**src/rtl/solver_dispatcher.sv**
```systemverilog
// Packet scheduler: steers whole command packets to idle tile solvers and merges
// their results onto one output stream with round-robin arbitration.
module solver_dispatcher #(
  parameter int unsigned NUM_SOLVERS = 4,
  parameter int unsigned IDX_BITS    = 2
) (
  input  logic                       clock,
  input  logic                       reset,
  input  logic [31:0]                in_data,
  input  logic                       in_valid,
  output logic                       in_ready,
  output logic [31:0]                out_addr,
  output logic [15:0]                out_data,
  output logic                       out_valid,
  input  logic                       out_ready,
  output logic [32*NUM_SOLVERS-1:0]  sol_in_data,
  output logic [NUM_SOLVERS-1:0]     sol_in_valid,
  input  logic [NUM_SOLVERS-1:0]     sol_in_ready,
  input  logic [32*NUM_SOLVERS-1:0]  sol_out_addr,
  input  logic [16*NUM_SOLVERS-1:0]  sol_out_data,
  input  logic [NUM_SOLVERS-1:0]     sol_out_valid,
  output logic [NUM_SOLVERS-1:0]     sol_out_ready,
  output logic [NUM_SOLVERS-1:0]     busy,
  output logic [31:0]                dispatched_count,
  output logic [31:0]                completed_count
);

  localparam logic [2:0]          TypeStart = 3'd4;
  localparam logic [IDX_BITS-1:0] LastIdx   = IDX_BITS'(NUM_SOLVERS - 1);

  typedef enum logic [0:0] {StSelect, StRoute} state_e;

  state_e                state_q;
  logic [IDX_BITS-1:0]   target_q;
  logic [NUM_SOLVERS-1:0] busy_q, busy_d;
  logic [IDX_BITS-1:0]   rr_ptr_q;
  logic                  lock_q;
  logic [IDX_BITS-1:0]   lock_idx_q;
  logic [31:0]           dispatched_q;
  logic [31:0]           completed_q;

  logic                  idle_found;
  logic [IDX_BITS-1:0]   idle_idx;
  logic                  in_fire, start_fire, out_fire;
  logic                  scan_found;
  logic [IDX_BITS-1:0]   scan_idx, cand, grant, rr_next;

  // Downward scan so the last hit is the lowest idle index.
  always_comb begin
    idle_found = 1'b0;
    idle_idx   = '0;
    for (int i = int'(NUM_SOLVERS) - 1; i >= 0; i--) begin
      if (!busy_q[i]) begin
        idle_found = 1'b1;
        idle_idx   = IDX_BITS'(i);
      end
    end
  end

  assign sol_in_data = {NUM_SOLVERS{in_data}};

  always_comb begin
    in_ready     = 1'b0;
    sol_in_valid = '0;
    if (state_q == StRoute) begin
      in_ready = sol_in_ready[target_q];
      for (int i = 0; i < int'(NUM_SOLVERS); i++) begin
        sol_in_valid[i] = in_valid && (target_q == IDX_BITS'(i));
      end
    end
  end

  assign in_fire    = in_valid && in_ready;
  assign start_fire = in_fire && (in_data[31:29] == TypeStart);

  // Round-robin scan from rr_ptr with wrap; a stalled grant stays locked.
  always_comb begin
    scan_found = 1'b0;
    scan_idx   = rr_ptr_q;
    cand       = '0;
    for (int unsigned k = 0; k < NUM_SOLVERS; k++) begin
      cand = IDX_BITS'((32'(rr_ptr_q) + k) % NUM_SOLVERS);
      if (!scan_found && sol_out_valid[cand]) begin
        scan_found = 1'b1;
        scan_idx   = cand;
      end
    end
    grant = (lock_q && sol_out_valid[lock_idx_q]) ? lock_idx_q : scan_idx;
  end

  assign out_valid = |sol_out_valid;
  assign out_fire  = out_valid && out_ready;
  assign rr_next   = (grant == LastIdx) ? '0 : grant + 1'b1;

  always_comb begin
    out_addr      = '0;
    out_data      = '0;
    sol_out_ready = '0;
    for (int i = 0; i < int'(NUM_SOLVERS); i++) begin
      if (grant == IDX_BITS'(i)) begin
        out_addr         = sol_out_addr[32*i +: 32];
        out_data         = sol_out_data[16*i +: 16];
        sol_out_ready[i] = out_ready;
      end
    end
  end

  // Set and clear never hit the same index: the routing target is idle.
  always_comb begin
    busy_d = busy_q & ~(sol_out_valid & sol_out_ready);
    if (start_fire) begin
      busy_d[target_q] = 1'b1;
    end
  end

  always_ff @(posedge clock) begin
    if (reset) begin
      state_q      <= StSelect;
      target_q     <= '0;
      busy_q       <= '0;
      rr_ptr_q     <= '0;
      lock_q       <= 1'b0;
      lock_idx_q   <= '0;
      dispatched_q <= '0;
      completed_q  <= '0;
    end else begin
      busy_q <= busy_d;
      unique case (state_q)
        StSelect: begin
          if (idle_found) begin
            target_q <= idle_idx;
            state_q  <= StRoute;
          end
        end
        StRoute: begin
          if (start_fire) begin
            state_q <= StSelect;
          end
        end
        default: state_q <= StSelect;
      endcase
      if (start_fire) begin
        dispatched_q <= dispatched_q + 32'd1;
      end
      if (out_fire) begin
        rr_ptr_q    <= rr_next;
        lock_q      <= 1'b0;
        completed_q <= completed_q + 32'd1;
      end else if (out_valid) begin
        lock_q     <= 1'b1;
        lock_idx_q <= grant;
      end
    end
  end

  assign busy             = busy_q;
  assign dispatched_count = dispatched_q;
  assign completed_count  = completed_q;

endmodule
```
**config.mk**
```make
export PLATFORM = sky130hd
export DESIGN_NAME = solver_dispatcher
export DESIGN_NICKNAME = d
export VERILOG_FILES = /design/src/rtl/solver_dispatcher.sv
export SDC_FILE = /design/constraint.sdc
export NUM_CORES = 1
export LEC_CHECK = 0
export CAP_MARGIN = 20
export CORE_AREA = 2 2 188 190
export DETAILED_ROUTE_END_ITERATION = 8
export DIE_AREA = 0 0 190 192
export GPL_TIMING_DRIVEN = 0
export PLACE_DENSITY_LB_ADDON = 0.2
export RECOVER_POWER = 25
export SLEW_MARGIN = 30
export SYNTH_ARGS = -nofsm -noshare
export SYNTH_HDL_FRONTEND = slang
export SYNTH_SLANG_ARGS = --single-unit
export TNS_END_PERCENT = 30
```
**constraint.sdc**
```tcl
create_clock -name clock -period 4.2 [get_ports clock]
set_clock_uncertainty 0.1 [all_clocks]
set_input_delay 0.84 -clock clock [delete_from_list [all_inputs] [get_ports clock]]
set_output_delay 0.84 -clock clock [all_outputs]
set_load 0.01 [all_outputs]
```
Yosys cells after proc, flatten, opt, wreduce, memory -nomap -nowiden
Cells that the tools add are included.
- $add $sub $neg: 6
- $lt $le $gt $ge: 7
- equality and inequality tests: 7
- muxes and demuxes: 48
- bitwise logic cells: 6
- reductions and logical operators: 21
- operators with widths (operator ; number):
    2-to-1 mux 32 bit ; 4
    adder 32 x 1 -> 32 bit, second input constant ; 2
    2-to-1 mux 16 bit ; 4
    2-to-1 mux 1 bit ; 21
    < comparator 2 x 3 -> 1 bit, second input constant ; 6
    2-to-1 mux 2 bit ; 9
    binary-select mux 1 bit (select 2 bit) ; 6
    logical AND 1 bit ; 12
    bitwise AND 4 bit ; 2
    == test 2 bit, second input constant ; 4
    2-to-1 mux 4 bit ; 2
    adder 2 x 1 -> 2 bit, second input constant ; 2
    adder 2 bit, second input constant ; 2
    == test 2 x 1 -> 1 bit, second input constant ; 2
    zero test 2 bit ; 2
    NOT 4 bit ; 1
    bitwise OR 4 bit ; 1
    AND reduction 2 bit ; 2
    OR reduction 4 bit ; 1
    == test 3 bit, second input constant ; 1
    zero test 1 bit ; 3
    demux 1 bit (select 2 bit) ; 1
    >= comparator 2 x 1 -> 1 bit, second input constant ; 1
    NOT 1 bit ; 2
    other kinds (2) ; 2
- register bits: 76
- input bits: 236
- logic and storage cells: 103

Longest topological paths before layout
- word-level depth: 20
- depth in mapped cells: 13
- mapped depth without buffers: 10

Least setup slack after synthesis
No wires, ideal clock.
- kind: input to output
- start: in sol_out_valid[1]
- end: out out_addr[11]
- arrival time: 3.257 ns
- setup slack: 0.003 ns
- cell stages on the path: 12
- path buffers: 3
- cell sequence: buf_2 mux4_2 nand2_1 mux2i_1 ha_1 nor2b_1 clkbuf_1 buf_1 a22oi_1 nor2_1 a21oi_1 o21ai_0
- word-level cells in the longest chain between the ends: 18
- elaborated cells on any way between the ends: 32
- classes of those cells: 3 x eq/ne; 21 x mux; 8 x reduce/logical
- ends and longest elaborated chain (what ; line ; source):
    start, declared ; 21 ; input logic [NUM_SOLVERS-1:0] sol_out_valid,
    binary-select mux 1 bit (select 2 bit) ; 83 ; if (!scan_found && sol_out_valid[cand]) begin
    2-to-1 mux 1 bit (implied by the code) ; 83 ;
    2-to-1 mux 1 bit ; 83 ;
    zero test 1 bit ; 83 ;
    logical AND 1 bit ; 83 ;
    2-to-1 mux 1 bit ; 83 ;
    zero test 1 bit ; 83 ;
    logical AND 1 bit ; 83 ;
    2-to-1 mux 1 bit ; 83 ;
    zero test 1 bit ; 83 ;
    logical AND 1 bit ; 83 ;
    2-to-1 mux 2 bit ; 83 ;
    2-to-1 mux 2 bit * ; 88 ; grant = (lock_q && sol_out_valid[lock_idx_q]) ? lock_idx_q : scan_idx;
    zero test 2 bit ; 100 ; if (grant == IDX_BITS'(i)) begin
    2-to-1 mux 32 bit (3 in series) ; 100 ;
    2-to-1 mux 32 bit * ; 100 ;
    end, declared ; 12 ; output logic [31:0] out_addr,
Mark *: on every way between the ends. The rest lies on a longest branch, timed or not. The select of a mux whose other input is x is not followed.

Final worst setup path
- start: in sol_out_valid[3]
- end: out out_addr[25]
Same word-level chain as after synthesis.

==> key figures <==
Outcome
  – Status: complete, no violations

Floorplan
  – Die Area: 36500 um2
  – Die width: 190 um
  – FP Rows: 68
  – I/O pin cnt: 490
  – Initial core utilization: 17.7%
  – Placeable Area: 34300 um2
  – Die Height: 192 um

Hold path
  – Worst hold path type: register to register

Critical path
  – Worst setup path class: primary input to output port
  – Cell mode on critical path: clkbuf_16
  – R2R Path Start: lock_idx_q[0]$_SDFFE_PP0P_
  – FF-to-FF setup slack: 1560 ps
  – Crit path max fanout: 6
  – R2r endpoint: busy[1]$_SDFF_PP0_
  – CP Cell Sequence: buf_12 -> mux4_2 -> nand2_4 -> mux2i_4 -> ha_2 -> nor2b_4 -> clkbuf_16 -> clkbuf_16 -> a22oi_2 -> nor2_1 -> a21oi_2 -> o21ai_2 -> buf_2
  – CP Launch Point: sol_out_valid[3]
  – Worst Path Required: 3260 ps
  – CP max stage cell: mux4_2
  – Worst reg-to-reg path cell count: 10
  – Critical Path Sink Type: output port
  – CP Launch Type: primary input
  – Critical path's largest stage delay: 490 ps
  – Critical Path AT: 3250 ps
  – Crit path to: out_addr[25]

Place
  – Area after DPL: 11200 um2
  – DP HPWL: 27900 um
  – GP Congestion: 0.791
  – Port buffer count: 458
  – DP Worst Slack: -2140 ps

CTS
  – Worst skew pair latency: 340 ps
  – CTS tree: done
  – Clk buf depth: 2
  – Root Driver: clkbuf_16
  – H-tree Lvls: 3
  – Total CTS buffers: 9
  – Clock Sinks: 76
  – Hold Buf Count CTS: 0
  – Clk pin slew, worst setup/hold paths: 60 ps

Cells and area
  – FILL cells: 3656
  – Util after Layout: 34.2%
  – Register area: 1520 um2
  – Area occupied by multi-input gates: 3450 um2
  – Area growth syn-to-layout: 93.3%
  – Final instance area: 11700 um2
  – Ratio of cells with drive above 1 in the final layout: 20.2%
  – Final #Nets: 1568

Logic synthesis
  – Mean Syn Cell Area: 7.15 um2
  – Synth cell count leaders: buf_4, nor2_1, dfxtp_1, nand2_1, a21oi_1
  – Area contributors post-synth: dfxtp_1, buf_4, nor2_1, a22oi_1, a21oi_1
  – Syn Nets: 1091
  – Post-synth EDFFs: 0
  – YS warnings: 0
  – Synth Cell Area: 6070 um2
  – Flops & latches, synth: 76
  – Yosys top cell area share: 25.1%
  – Post-synth ARST share: 0%
  – Distinct cell type count after synthesis: 49
  – Synthesized instance count: 849
  – Count leader, synth: buf_4
  – Synth Flop Type: dfxtp_1
  – Sequential area share after synthesis: 25.1%
  – Leading area contributor after synthesis: dfxtp_1

Routing
  – Initial drt markers: 258
  – 1st-pass router iterations: 5
  – Residual DRC: 0
  – Via density: 4.28
  – WL per Instance: 18.3 um
  – Total Wirelength: 32800 um
  – Total number of vias: 7662
  – Antenna Nets Post-Route: 0

Timing
  – Worst slew margin: 49.1%
  – Hold_ws: 396 ps
  – Slack of the critical path: 7.60 ps
  – Crit share post-route: 99.8%
  – Maximum clock rate: 239 MHz
  – Final Hold Vio Count: 0
  – Crit path time final: 4190 ps
  – Final setup vio count: 0
  – Least-Margin Pin Slew: 757 ps
  – Fin Setup TNS: 0 ps
  – Fin. max-slew vios: 0
  – Unrepaired setup endpoints after global routing: yes

Power
  – Leakage power: 4.73 nW
  – Switching pwr: 1.07 mW
  – Logic pwr share: 48.5%
  – Clock share of power: 27.8%
  – Peak supply drop: 0.176 mV
  – Switching share of power: 34.2%
  – Pwr Density: 267 nW/um2
  – Pint: 2.06 mW
  – Reg power frac: 23.7%

GRT
  – Pin count of the biggest net entering global routing: 14
  – Vias in the first global route: 7394
  – Initial antenna violation count: 6
  – Global-route wire length before repair: 46100 um
  – GRT overflow: 0
  – GR Util All Layers: 16.8%

Run
  – Max-cap violations: 0
## registers in the layout, indices dropped and copies added, names as in the netlist
name and cells:
dispatched_count 32, completed_count 32, lock_q 1, state_q 1
busy 4, target_q 2, lock_idx_q 2, rr_ptr_q 2
## routing by layer
metal	GRT usage (%)	vias to the layer above	part of all wire (%)
met3	5.52	24	7.2
met2	31.9	287	54
li1	-	3793	-
met1	18.3	3556	37
met5	0	-	0.037
met4	2.59	2	1.5
## repair_timing
action / 4_1_cts / 5_1_grt
pin swaps: 6 / 8
gates resized for setup: 263 / 82
gates cloned: 1 / 1
setup buffers: 4 / 4
setup endpoints to repair: 52 / 49
## cells by family after synthesis
kind of cell	Yosys count	share of synthesized area [%]
simple gates	328	26.1
compound gates	195	18.8
buf+inv	188	19.9
flops	76	25.1
xor+xnor	43	6.21
mux	13	2.60
fa+ha+maj	6	1.24
## worst min-delay path by stage
stage / start / endpoint / slack (ps) / depth (start not counted)
after global routing: dispatched_count[22]$_SDFFE_PP0P_ / dispatched_count[22]$_SDFFE_PP0P_ / 430 / 2
final: dispatched_count[24]$_SDFFE_PP0P_ / dispatched_count[24]$_SDFFE_PP0P_ / 400 / 2
after global placement: dispatched_count[24]$_SDFFE_PP0P_ / dispatched_count[24]$_SDFFE_PP0P_ / 370 / 2
after detailed placement: dispatched_count[24]$_SDFFE_PP0P_ / dispatched_count[24]$_SDFFE_PP0P_ / 390 / 2
after CTS: dispatched_count[24]$_SDFFE_PP0P_ / dispatched_count[24]$_SDFFE_PP0P_ / 400 / 2
after floorplan: lock_q$_SDFFE_PP0N_ / lock_q$_SDFFE_PP0N_ / 380 / 2
## final cells by class
class | instances | area share [%]
antenna | 3 | 0.0640
clock buffer | 11 | 2.15
inverter | 9 | 0.288
sequential | 76 | 13.0
buffer | 177 | 11.4
tap | 455 | 4.85
multi-input combinational | 585 | 29.4
timing repair buffer | 468 | 38.2
clock inverter | 5 | 0.693
## placed cells by master (no fill, tap or decap), drive strengths merged, types with 3 or more instances in the layout
master / synthesis / final
a21oi: 71 / 71
a22oi: 49 / 49
and2: 6 / 6
and3: 9 / 9
buf: 139 / 184
clkbuf: 40 / 60
clkdlybuf4s15: 0 / 4
clkdlybuf4s50: 0 / 334
dfxtp: 76 / 76
diode: 0 / 3
dlygate4sd3: 0 / 74
ha: 6 / 6
inv: 9 / 10
mux2i: 9 / 9
nand2: 76 / 76
nand3: 35 / 35
nand4: 29 / 29
nor2: 115 / 115
nor2b: 8 / 8
nor3: 14 / 14
nor3b: 3 / 3
nor4: 8 / 8
o21ai: 61 / 61
o31ai: 4 / 4
or3: 12 / 12
or4: 6 / 6
xnor2: 9 / 9
xor2: 34 / 34
## power by group through the flow
| stage | Clock (mW) | Combinational, mW | Sequential, mW |
|---|---|---|---|
| finish | 0.872 | 1.52 | 0.741 |
| global route | 0.926 | 1.65 | 0.742 |
| CTS | 0.895 | 1.54 | 0.741 |
| detailed placement | 0 | 1.52 | 0.756 |
| global placement | 0 | 1.53 | 0.756 |
| floorplan | 0 | 0.646 | 0.755 |
## worst max-delay path, delay by kind of cell
kind / cells / cell delay, ps
muxes: 2 / 770
buffers and inverters: 4 / 620
and+or+nand+nor: 3 / 480
AOI/OAI and AO/OA: 3 / 310
adders and majority gates: 1 / 220
## per-stage QoR
stage | total power, mW | std cells
2_1_floorplan | 1.40 | 849
3_3_place_gp | 2.28 | 1762
3_5_place_dp | 2.28 | 1762
4_1_cts | 3.18 | 1781
5_1_grt | 3.32 | 1786
6_report | 3.13 | 1789
(Power assumes the default switching activity.)
==> RTL change, RTL diff (same flow settings) <==
Change the parameter `NUM_SOLVERS` from 4 to 2.
--- a/src/rtl/solver_dispatcher.sv
+++ b/src/rtl/solver_dispatcher.sv
@@ -1,7 +1,7 @@
 // Packet scheduler: steers whole command packets to idle tile solvers and merges
 // their results onto one output stream with round-robin arbitration.
 module solver_dispatcher #(
-  parameter int unsigned NUM_SOLVERS = 4,
+  parameter int unsigned NUM_SOLVERS = 2,
   parameter int unsigned IDX_BITS    = 2
 ) (
   input  logic                       clock,
Interface: changed (8 resized); port bits go from 490 to 320. The function was not compared with the original's and may differ.
==> RTL change against the original RTL <==
  * Sequential cell count down 3
  * Wire length down 30%
  * Area after synthesis down 18%
  * Highest routed layer unchanged
  * Critical endpoint is now out_addr[3]
  * Setup slack better by 130 ps
  * Final area down 26%
Power is not compared: it rests on default switching activity, and its combinational part moved more than twofold at a synthesized area within 25%.
==> RTL change: results (changes against the original RTL) <==
[place]
dp_hpwl_um = 18020  ; was 27930 um
place.gp.congestion = 0.7884  ; was 0.7905
dp_slack_ps = -227.4  ; was -2143 ps
io_buffers = 288  ; was 458

[cells_and_area]
clkCellAreaFrac_pct = 3.230  ; was 2.848%
drive_gt1_share_pct = 11.37  ; was 20.21%
buffer_area_share_pct = 41.24  ; was 49.55%
seq_share_pct = 16.76  ; was 12.97%
multi_input_area_share_pct = 31.63  ; was 29.42%
fillers = 3745  ; was 3656
buffers = 406  ; was 645
comb.multi_input.count = 476  ; was 585

[global_routing]
track_usage_pct = 11.71  ; was 16.79%
antenna_found_initial = 1  ; was 6
grt_first_pass_wirelength_um = 33350  ; was 46100 um
grt_pass1_vias = 5649  ; was 7394

[worst_setup_path]
arrival_ps = 3120  ; was 3250 ps
r2r_cells = 7  ; was 10
slowest_stage = clkdlybuf4s50_1  ; was mux4_2
timing.rr.start = completed_count[1]$_SDFFE_PP0P_  ; was lock_idx_q[0]$_SDFFE_PP0P_
critical_path.max_fanout = 10  ; was 6
cpLargestDelayFamily = buffers and inverters  ; was multiplexers
r2r-end = completed_count[18]$_SDFFE_PP0P_  ; was busy[1]$_SDFF_PP0_
reg2reg_setup_slack_ps = 1700  ; was 1560 ps
crit_start = sol_out_valid[1]  ; was sol_out_valid[3]
max_stage_delay_ps = 600  ; was 490 ps

[min_path]
min_delay_worst_endpoint = rr_ptr_q[1]$_SDFFE_PP0P_  ; was dispatched_count[24]$_SDFFE_PP0P_
hp-start = rr_ptr_q[1]$_SDFFE_PP0P_  ; was dispatched_count[24]$_SDFFE_PP0P_

[synth]
synth_adder_area_share_pct = 0.5040  ; was 1.237%
synth_fp_nets = 820  ; was 1091
post_synth_num_cell_types = 39  ; was 49
synth-compound-area-share_pct = 23.11  ; was 18.85%
synthXorXnorAreaFrac_pct = 2.293  ; was 6.207%
synth.mux.area_fraction_pct = 1.789  ; was 2.598%

[route]
wl_met1_um = 10270  ; was 12300 um
wl_met2_um = 11210  ; was 17640 um
via_per_inst = 4.242  ; was 4.283
dr.first_iter.drc_count = 269  ; was 258
drt-total-wl_um = 22970  ; was 32830 um

[floorplan]
start_util_pct = 14.48  ; was 17.69%

[timing]
max_freq_mhz = 246.3  ; was 238.5 MHz
relSlewSlack_pct = 56.53  ; was 49.13%
hold_slack_ps = 375.2  ; was 395.6 ps

[outcome]
outcome = finished clean  ; unchanged

[clock_tree]
post_cts_buffers = 0  ; was 4

-- RTL change: routing by layer --
layer,track usage [%],vias to the layer above
met1,15.42,2843
met4,2.982,2
met5,0,-
li1,-,3059
met3,2.595,21
met2,19.29,183
-- RTL change: stage by stage --
step | TNS [ps] | cells | power, W | instance area, sq um
finish | 0 | 1440 | 0.002014 | 8717
floorplan | 0 | 682 | 0.0009407 | 4965
detailed placement | -5649 | 1425 | 0.001281 | 8417
global placement | -6092 | 1425 | 0.001281 | 8417
global route | -142.4 | 1440 | 0.002117 | 8717
CTS | 0 | 1440 | 0.002052 | 8705
-- RTL change: power by group through the flow --
stage,combinational (W),sequential [W],clock [W]
after floorplan,0.000222,0.000719,0
after global placement,0.000560,0.000721,0
after detailed placement,0.000560,0.000721,0
after CTS,0.000563,0.000705,0.000784
after global routing,0.000599,0.000706,0.000813
final,0.000556,0.000705,0.000754
-- RTL change: what timing repair did --
item	CTS	global route
gates resized for setup	4	18
endpoints found under the setup margin	49	38
hold buffers	0	0
pin swaps	0	0
